[src/rtl/store_pkg.sv]
// rtl/store_pkg.sv - Size encodings, FSM states, lane masks and alignment helpers for the store path.
package store_pkg;

    localparam logic [1:0] SZ_WORD = 2'd0;
    localparam logic [1:0] SZ_HALF = 2'd1;
    localparam logic [1:0] SZ_BYTE = 2'd2;

    localparam logic [3:0] LANE_WORD    = 4'b1111;
    localparam logic [3:0] LANE_HALF_LO = 4'b0011;
    localparam logic [3:0] LANE_HALF_HI = 4'b1100;
    localparam logic [3:0] LANE_BYTE0   = 4'b0001;

    typedef enum logic [1:0] {
        ST_IDLE  = 2'd0,
        ST_READ  = 2'd1,
        ST_MERGE = 2'd2,
        ST_WRITE = 2'd3
    } state_e;

    // Reserved size 3 is treated as never aligned so it is rejected.
    function automatic logic size_aligned(input logic [1:0] size, input logic [1:0] offset);
        logic ok;
        case (size)
            SZ_WORD: ok = (offset == 2'b00);
            SZ_HALF: ok = ~offset[0];
            SZ_BYTE: ok = 1'b1;
            default: ok = 1'b0;
        endcase
        return ok;
    endfunction

    function automatic logic [31:0] expand_mask(input logic [3:0] mask);
        logic [31:0] bits;
        for (int k = 0; k < 4; k++) begin
            bits[8*k +: 8] = {8{mask[k]}};
        end
        return bits;
    endfunction

endpackage

[src/rtl/store_merge.sv]
// rtl/store_merge.sv - Combinational little-endian lane merge and data replication for stores.
module store_merge
    import store_pkg::*;
(
    input  logic [31:0] old_word,
    input  logic [31:0] data,
    input  logic [1:0]  offset,
    input  logic [1:0]  size,
    output logic [31:0] new_word,
    output logic [31:0] rep_word,
    output logic [3:0]  byte_mask
);

    logic [31:0] bit_mask;

    always_comb begin
        byte_mask = 4'b0000;
        rep_word  = data;
        case (size)
            SZ_WORD: begin
                byte_mask = LANE_WORD;
                rep_word  = data;
            end
            SZ_HALF: begin
                byte_mask = offset[1] ? LANE_HALF_HI : LANE_HALF_LO;
                rep_word  = {2{data[15:0]}};
            end
            SZ_BYTE: begin
                byte_mask = LANE_BYTE0 << offset;
                rep_word  = {4{data[7:0]}};
            end
            default: begin
                byte_mask = 4'b0000;
                rep_word  = data;
            end
        endcase
        bit_mask = expand_mask(byte_mask);
        new_word = (old_word & ~bit_mask) | (rep_word & bit_mask);
    end

endmodule

[src/rtl/store_rmw.sv]
// rtl/store_rmw.sv - MEM-stage store sequencer; MEM_BYTE_WE_EN selects byte-enable writes instead of read-modify-write.
module store_rmw
    import store_pkg::*;
#(
    parameter int ADDR_W = 32
) (
    input  logic              clk,
    input  logic              rst,
    input  logic              req_valid,
    output logic              req_ready,
    input  logic [ADDR_W-1:0] req_addr,
    input  logic [31:0]       req_data,
    input  logic [1:0]        req_size,
    output logic [ADDR_W-1:0] mem_addr,
    output logic              mem_rd,
    input  logic [31:0]       mem_rdata,
    output logic              mem_wr,
    output logic [31:0]       mem_wdata,
`ifdef MEM_BYTE_WE_EN
    output logic [3:0]        mem_be,
`endif
    output logic              done,
    output logic              align_err,
    output logic              stall
);

    state_e            state_q, state_d;
    logic [ADDR_W-1:0] mem_addr_q, mem_addr_d;
    logic              mem_rd_q, mem_rd_d;
    logic              mem_wr_q, mem_wr_d;
    logic [31:0]       mem_wdata_q, mem_wdata_d;
    logic              done_q, done_d;
    logic              align_err_q, align_err_d;

    logic        accept;
    logic        req_ok;
    logic [31:0] merge_old, merge_data, new_word, rep_word;
    logic [1:0]  merge_offset, merge_size;
    logic [3:0]  byte_mask;

`ifdef MEM_BYTE_WE_EN
    logic [3:0]  mem_be_q, mem_be_d;
    logic [31:0] unused_rdata;

    // Lanes are selected straight from the incoming request; no read phase exists.
    assign merge_old    = 32'h0;
    assign merge_data   = req_data;
    assign merge_offset = req_addr[1:0];
    assign merge_size   = req_size;
    assign unused_rdata = mem_rdata ^ new_word;
    assign mem_be       = mem_be_q;
`else
    logic [ADDR_W-1:0] addr_q, addr_d;
    logic [31:0]       data_q, data_d;
    logic [1:0]        size_q, size_d;
    logic [35:0]       unused_merge;

    assign merge_old    = mem_rdata;
    assign merge_data   = data_q;
    assign merge_offset = addr_q[1:0];
    assign merge_size   = size_q;
    assign unused_merge = {rep_word, byte_mask};
`endif

    store_merge u_merge (
        .old_word  (merge_old),
        .data      (merge_data),
        .offset    (merge_offset),
        .size      (merge_size),
        .new_word  (new_word),
        .rep_word  (rep_word),
        .byte_mask (byte_mask)
    );

    assign req_ready = (state_q == ST_IDLE);
    assign stall     = ~req_ready;
    assign accept    = req_valid && req_ready;
    assign req_ok    = size_aligned(req_size, req_addr[1:0]);

    always_comb begin
        state_d     = state_q;
        mem_addr_d  = '0;
        mem_rd_d    = 1'b0;
        mem_wr_d    = 1'b0;
        mem_wdata_d = 32'h0;
        done_d      = 1'b0;
        align_err_d = 1'b0;
`ifdef MEM_BYTE_WE_EN
        mem_be_d    = 4'b0000;
`else
        addr_d      = addr_q;
        data_d      = data_q;
        size_d      = size_q;
`endif
        case (state_q)
            ST_IDLE: begin
                if (accept && !req_ok) begin
                    align_err_d = 1'b1;
                end else if (accept) begin
                    mem_addr_d = {req_addr[ADDR_W-1:2], 2'b00};
`ifdef MEM_BYTE_WE_EN
                    state_d     = ST_WRITE;
                    mem_wr_d    = 1'b1;
                    done_d      = 1'b1;
                    mem_wdata_d = rep_word;
                    mem_be_d    = byte_mask;
`else
                    addr_d = req_addr;
                    data_d = req_data;
                    size_d = req_size;
                    if (req_size == SZ_WORD) begin
                        state_d     = ST_WRITE;
                        mem_wr_d    = 1'b1;
                        done_d      = 1'b1;
                        mem_wdata_d = req_data;
                    end else begin
                        state_d  = ST_READ;
                        mem_rd_d = 1'b1;
                    end
`endif
                end
            end
`ifndef MEM_BYTE_WE_EN
            // Read strobe is out this cycle; memory returns the word during MERGE.
            ST_READ: state_d = ST_MERGE;
            ST_MERGE: begin
                state_d     = ST_WRITE;
                mem_addr_d  = {addr_q[ADDR_W-1:2], 2'b00};
                mem_wr_d    = 1'b1;
                done_d      = 1'b1;
                mem_wdata_d = new_word;
            end
`endif
            ST_WRITE: state_d = ST_IDLE;
            default:  state_d = ST_IDLE;
        endcase
    end

    always_ff @(posedge clk) begin
        if (rst) begin
            state_q     <= ST_IDLE;
            mem_addr_q  <= '0;
            mem_rd_q    <= 1'b0;
            mem_wr_q    <= 1'b0;
            mem_wdata_q <= 32'h0;
            done_q      <= 1'b0;
            align_err_q <= 1'b0;
`ifdef MEM_BYTE_WE_EN
            mem_be_q    <= 4'b0000;
`else
            addr_q      <= '0;
            data_q      <= 32'h0;
            size_q      <= SZ_WORD;
`endif
        end else begin
            state_q     <= state_d;
            mem_addr_q  <= mem_addr_d;
            mem_rd_q    <= mem_rd_d;
            mem_wr_q    <= mem_wr_d;
            mem_wdata_q <= mem_wdata_d;
            done_q      <= done_d;
            align_err_q <= align_err_d;
`ifdef MEM_BYTE_WE_EN
            mem_be_q    <= mem_be_d;
`else
            addr_q      <= addr_d;
            data_q      <= data_d;
            size_q      <= size_d;
`endif
        end
    end

    assign mem_addr  = mem_addr_q;
    assign mem_rd    = mem_rd_q;
    assign mem_wr    = mem_wr_q;
    assign mem_wdata = mem_wdata_q;
    assign done      = done_q;
    assign align_err = align_err_q;

endmodule

[config.mk]
export PLATFORM = sky130hd
export DESIGN_NAME = store_rmw
export DESIGN_NICKNAME = d
export VERILOG_FILES = /design/src/rtl/store_pkg.sv /design/src/rtl/store_merge.sv /design/src/rtl/store_rmw.sv
export SDC_FILE = /design/constraint.sdc
export NUM_CORES = 1
export LEC_CHECK = 0
export CAP_MARGIN = 25
export CORE_MARGIN = 2
export CORE_UTILIZATION = 51
export DETAILED_ROUTE_END_ITERATION = 8
export PLACE_DENSITY_LB_ADDON = 0.12
export SYNTH_ARGS = -nofsm -noshare
export SYNTH_HDL_FRONTEND = slang
export SYNTH_HIERARCHICAL = 1
export SYNTH_SLANG_ARGS = --single-unit
[constraint.sdc]
create_clock -name clk -period 3.55 [get_ports clk]
set_input_delay 0.71 -clock clk [delete_from_list [all_inputs] [get_ports clk]]
set_output_delay 0.71 -clock clk [all_outputs]
set_load 0.02 [all_outputs]
==> flow_summary.json, run 1 <==
{
  "status": "finished clean",
  "internal_power_uw": 3250,
  "place_congestion": 0.857,
  "rsz0062_at_grt": "false",
  "syn_inst": 658,
  "seqPwrFrac_pct": 35.0,
  "area_delta_synth_final_pct": 38.5,
  "fin_crit_sh_pct": 73.0,
  "syn-cell-area_um2": 5790,
  "core_um2": 10900,
  "comb_power_share_pct": 28.0,
  "htree_levels": 4,
  "finalHoldViolations": 0,
  "pwr-share-clk_pct": 37.0,
  "post-place-ws_ps": 753,
  "drive_gt1_share_pct": 13.5,
  "yosysWarnings": 6,
  "regArea_um2": 2660,
  "first_pass_iters": 5,
  "start_util_pct": 52.9,
  "clock_latency_ps": 410,
  "irDropWorstVdd_uv": 362,
  "cts_tree": "done",
  "routedWlPerCell_um": 17.0,
  "tns_ps": 0,
  "placed_area_um2": 7410,
  "setup_slack_ps": 958,
  "layout_min_cycle_time_ps": 2590,
  "crit_path_max_fanout": 5,
  "grt_pass1_wl_um": 25700,
  "max_freq_mhz": 386,
  "dieArea_um2": 12200,
  "setup.worst_path.start_class": "flop",
  "grt_max_degree": 71,
  "finalWirelength_um": 16100,
  "holdCritPathClass": "flop to flop",
  "powerDensity_nw_per_um2": 601,
  "fill_cells": 841,
  "cts_hold_buf": 0,
  "vias_per_cell": 5.66,
  "drtIter0Drc": 391,
  "mostFrequentLayoutCell": "clkdlybuf4s50_1",
  "reg2reg_depth": 7,
  "numClockSinks": 133,
  "arrival_ps": 1880,
  "cts_buffers": 17,
  "worst_pin_slew_ps": 773,
  "layout_common_cells": "167 x clkdlybuf4s50_1, 133 x dfxtp_1, 105 x a21oi_1",
  "io_buffers": 168,
  "die_w_um": 111,
  "clockBufferDepth": 2,
  "p_leak_uw": 0.00274,
  "holdPathStages": 2,
  "r2r_slack_ps": 980,
  "critPathCaptureType": "output port",
  "postRouteAntennaNets": 0,
  "fin_skew_ps": 8.99,
  "setup_viol_count_final": 0,
  "cap_violations": 0,
  "insertedDiodeCount": 0,
  "swShare_pct": 32.5,
  "fin_hold_ws_ps": 453,
  "ios": 171,
  "hold_path_end": "mem_addr[31]",
  "fp.dieH_um": 111,
  "syn_area_per_cell_um2": 8.80,
  "fp-row-count": 38,
  "num_vias": 5353,
  "drc": 0,
  "antenna_found_initial": 0,
  "switching_power_uw": 1570,
  "crit_type": "flop to output port",
  "finalMaxSlewViolations": 0,
  "r2r_start": "merge_size[1]",
  "path_clk_slew_ps": 60,
  "nNetsFinal": 903,
  "ctsResizeCount": 0,
  "hp-start": "addr_q[31]",
  "postCtsSetupBuffers": 0,
  "track_usage_pct": 25.5,
  "dp_hpwl_um": 10600,
  "multi_input_area_um2": 2750,
  "r2r_end": "mem_wdata[13]",
  "grt_pass1_vias": 5219,
  "design_area_um2": 8020,
  "grt_overflow": 0,
  "crit_required_ps": 2840,
  "root_buffer": "clkbuf_16",
  "slew_headroom_pct": 48.4
}
[area by class of cell]
class | instances | share of cell area, %
Clock inverter | 13 | 2.17
Timing Repair Buffer | 179 | 22.1
Sequential cell | 133 | 33.2
Multi-Input combinational cell | 449 | 34.3
Clock buffer | 18 | 5.35
Tap cell | 140 | 2.19
Inverter | 14 | 0.656
[metrics by stage]
stage | util, % | std cells | power [µW]
2_1_floorplan | - | 659 | 2610
3_3_place_gp | 67.8 | 915 | 3030
3_5_place_dp | 67.8 | 915 | 3050
4_1_cts | 73.3 | 946 | 4840
5_1_grt | 73.3 | 946 | 5020
6_report | 73.3 | 946 | 4820
[power groups by stage]
| stage | sequential [µW] | combinational (µW) | clock [µW] |
|---|---|---|---|
| 2_1_floorplan | 1750 | 857 | 0 |
| 3_3_place_gp | 1710 | 1310 | 0 |
| 3_5_place_dp | 1720 | 1340 | 0 |
| 4_1_cts | 1680 | 1340 | 1810 |
| 5_1_grt | 1700 | 1450 | 1870 |
| 6_report | 1690 | 1350 | 1780 |
[state kept, by name (all words and copies together), names as in the netlist]
register    flops
addr_q         32
align_err       1
data_q         32
done            1
mem_addr       30
mem_rd          1
mem_wdata      32
merge_size      2
state_q         2
[layer usage]
| metal | share of wire [%] | up-vias | track usage [%] |
|---|---|---|---|
| li1 | - | 2601 | - |
| met1 | 42 | 2518 | 30.7 |
| met2 | 49 | 206 | 43.4 |
| met3 | 6.7 | 28 | 7.08 |
| met4 | 2.3 | 0 | 9.25 |
| met5 | 0 | - | 0 |
[worst max-delay path by stage]
| stage | from | endpoint | slack [ps] |
|---|---|---|---|
| after global placement | req_size[0] | addr_q[8] | 860 |
| after detailed placement | req_size[0] | addr_q[4] | 750 |
| final | state_q[0] | stall | 960 |
| after global routing | merge_size[1] | mem_wdata[14] | 770 |
| after CTS | state_q[0] | stall | 950 |
| after floorplan | merge_size[0] | mem_wdata[10] | 1570 |
[worst max-delay path, cell delays in order (launching register included)]
cell and delay [ps]:
dfxtp_1 310, inv_1 80, ha_1 300, inv_1 150, clkdlybuf4s50_1 640
Power figures use the tool's default switching activity.
==> run 2: changes to the inputs <==
--- a/config.mk
+++ b/config.mk
@@ -7,7 +7,7 @@
 export LEC_CHECK = 0
 export CAP_MARGIN = 25
 export CORE_MARGIN = 2
-export CORE_UTILIZATION = 51
+export CORE_UTILIZATION = 48
 export DETAILED_ROUTE_END_ITERATION = 8
 export PLACE_DENSITY_LB_ADDON = 0.12
 export SYNTH_ARGS = -nofsm -noshare
==> constraint.sdc (replaced) <==
create_clock -name clk -period 2.45 [get_ports clk]
set_input_delay 0.49 -clock clk [delete_from_list [all_inputs] [get_ports clk]]
set_output_delay 0.49 -clock clk [all_outputs]
set_load 0.02 [all_outputs]
==> run 2 against run 1 <==
Sequential share of layout area shrank 0.29 points. Largest cell class unchanged. Via count is 0.92% higher. Global-route usage down 0.29 points. Cell count up 1.5%.
==> flow_summary.json, run 2 (synthesis gave the netlist of run 1 again) <==
{
  "mostFrequentLayoutCell": "clkdlybuf4s50_1",
  "area_delta_synth_final_pct": 39.7,
  "status": "finished clean",
  "antenna_found_initial": 0,
  "place_congestion": 0.896,
  "ctsResizeCount": 0,
  "finish.utilization_pct": 67.9,
  "crit_required_ps": 2750,
  "r2r_slack_ps": 350,
  "fp-row-count": 40,
  "root_buffer": "clkbuf_16",
  "fin_hold_ws_ps": 449,
  "cts_tree": "done",
  "layout_min_cycle_time_ps": 2100,
  "setup_viol_count_final": 0,
  "die_w_um": 114,
  "tns_ps": 0,
  "dp_hpwl_um": 10900,
  "track_usage_pct": 25.2,
  "slew_headroom_pct": 58.2,
  "num_vias": 5402,
  "drive_gt1_share_pct": 13.7,
  "grt_overflow": 0,
  "grt_pass1_wl_um": 25900,
  "max_freq_mhz": 477,
  "dieArea_um2": 13000,
  "holdCritPathClass": "flop to flop",
  "p_leak_uw": 0.00281,
  "powerDensity_nw_per_um2": 859,
  "setup.worst_path.start_class": "flop",
  "drtIter0Drc": 285,
  "nNetsFinal": 910,
  "finalHoldViolations": 0,
  "ios": 171,
  "core_um2": 11900,
  "drc": 0,
  "start_util_pct": 48.6,
  "htree_levels": 4,
  "insertedDiodeCount": 0,
  "layout_common_cells": "165 x clkdlybuf4s50_1, 133 x dfxtp_1, 105 x a21oi_1",
  "dp_cells": 929,
  "slowest_delay_ps": 410,
  "cap_violations": 0,
  "grt_pass1_vias": 5208,
  "worst_pin_slew_ps": 627,
  "fill_cells": 1007,
  "rsz0062_at_grt": "false",
  "crit_family": "compound AO/OA/AOI/OAI gates",
  "fin_crit_sh_pct": 85.5,
  "cts_buffers": 17,
  "critPathBufInv": 2,
  "p_total_uw": 6940,
  "postCtsSetupBuffers": 0,
  "first_pass_iters": 5,
  "crit_chain": "inv_1 > ha_1 > buf_4 > nand2b_1 > a22o_1 > mux2_2 > a22oi_1 > nor2_1",
  "clockBufferDepth": 2,
  "numClockSinks": 133,
  "arrival_ps": 2390,
  "grt_max_degree": 68,
  "crit_path_max_fanout": 11,
  "fin_skew_ps": 4.35,
  "cts_hold_buf": 0,
  "fp.dieH_um": 114,
  "clock_latency_ps": 420,
  "io_buffers": 168,
  "finalNonFillerCells": 960,
  "finalWirelength_um": 16400,
  "vias_per_cell": 5.63,
  "routedWlPerCell_um": 17.0,
  "critPathCaptureType": "flop",
  "finalMaxSlewViolations": 0,
  "path_clk_slew_ps": 50,
  "crit_type": "flop to flop",
  "irDropWorstVdd_uv": 603,
  "postRouteAntennaNets": 0,
  "crit_path_top_delay_cell": "dfxtp_1"
}
-- run 2: area by class of cell --
class                      count  area (µm²)  share of cell area (%)
multi-input combinational    449        2750                    34.0
tap                          147         184                    2.27
inverter                      14        52.6                   0.650
sequential                   133        2660                    32.9
clock buffer                  28         517                    6.39
timing repair buffer         186        1850                    22.9
clock inverter                 3        65.1                   0.805
-- run 2: worst paths after layout --
| check | endpoint | start | depth (start not counted) |
|---|---|---|---|
| min reg2reg | mem_addr[24] | addr_q[24] | 2 |
| min | mem_addr[24] | addr_q[24] | 2 |
| max | mem_wdata[10] | merge_size[1] | 8 |
| max reg2reg | mem_wdata[10] | merge_size[1] | 8 |
-- run 2: through the flow --
stage               area, µm²  setup WS, ps
CTS                      8080          47.0
floorplan                5790           466
detailed placement       7500           227
global route             8090           223
finish                   8090           354
global placement         7500           285
-- run 2: metal layers --
metal / track usage [%] / wire length [µm] / vias up / share of wire, %
li1: - / - / 2621 / -
met1: 31.6 / 6960 / 2567 / 43
met2: 41.7 / 8050 / 192 / 49
met3: 7.01 / 1030 / 22 / 6.3
met4: 8.94 / 308 / 0 / 1.9
met5: 0 / 0 / - / 0
-- run 2: worst min-delay path, delay by kind of cell, from the launching register on --
kind | cells | cell delay, ps
flip-flops | 1 | 300
AND/OR/NAND/NOR | 1 | 50
AO/OA/AOI/OAI | 1 | 50
-- run 2: report_power, final --
part / switching (µW) / internal, µW / leakage, µW / total [µW]
clock: 878 / 1630 / 0.000285 / 2500
combinational: 1210 / 791 / 0.00144 / 2000
sequential: 95.8 / 2350 / 0.00108 / 2440
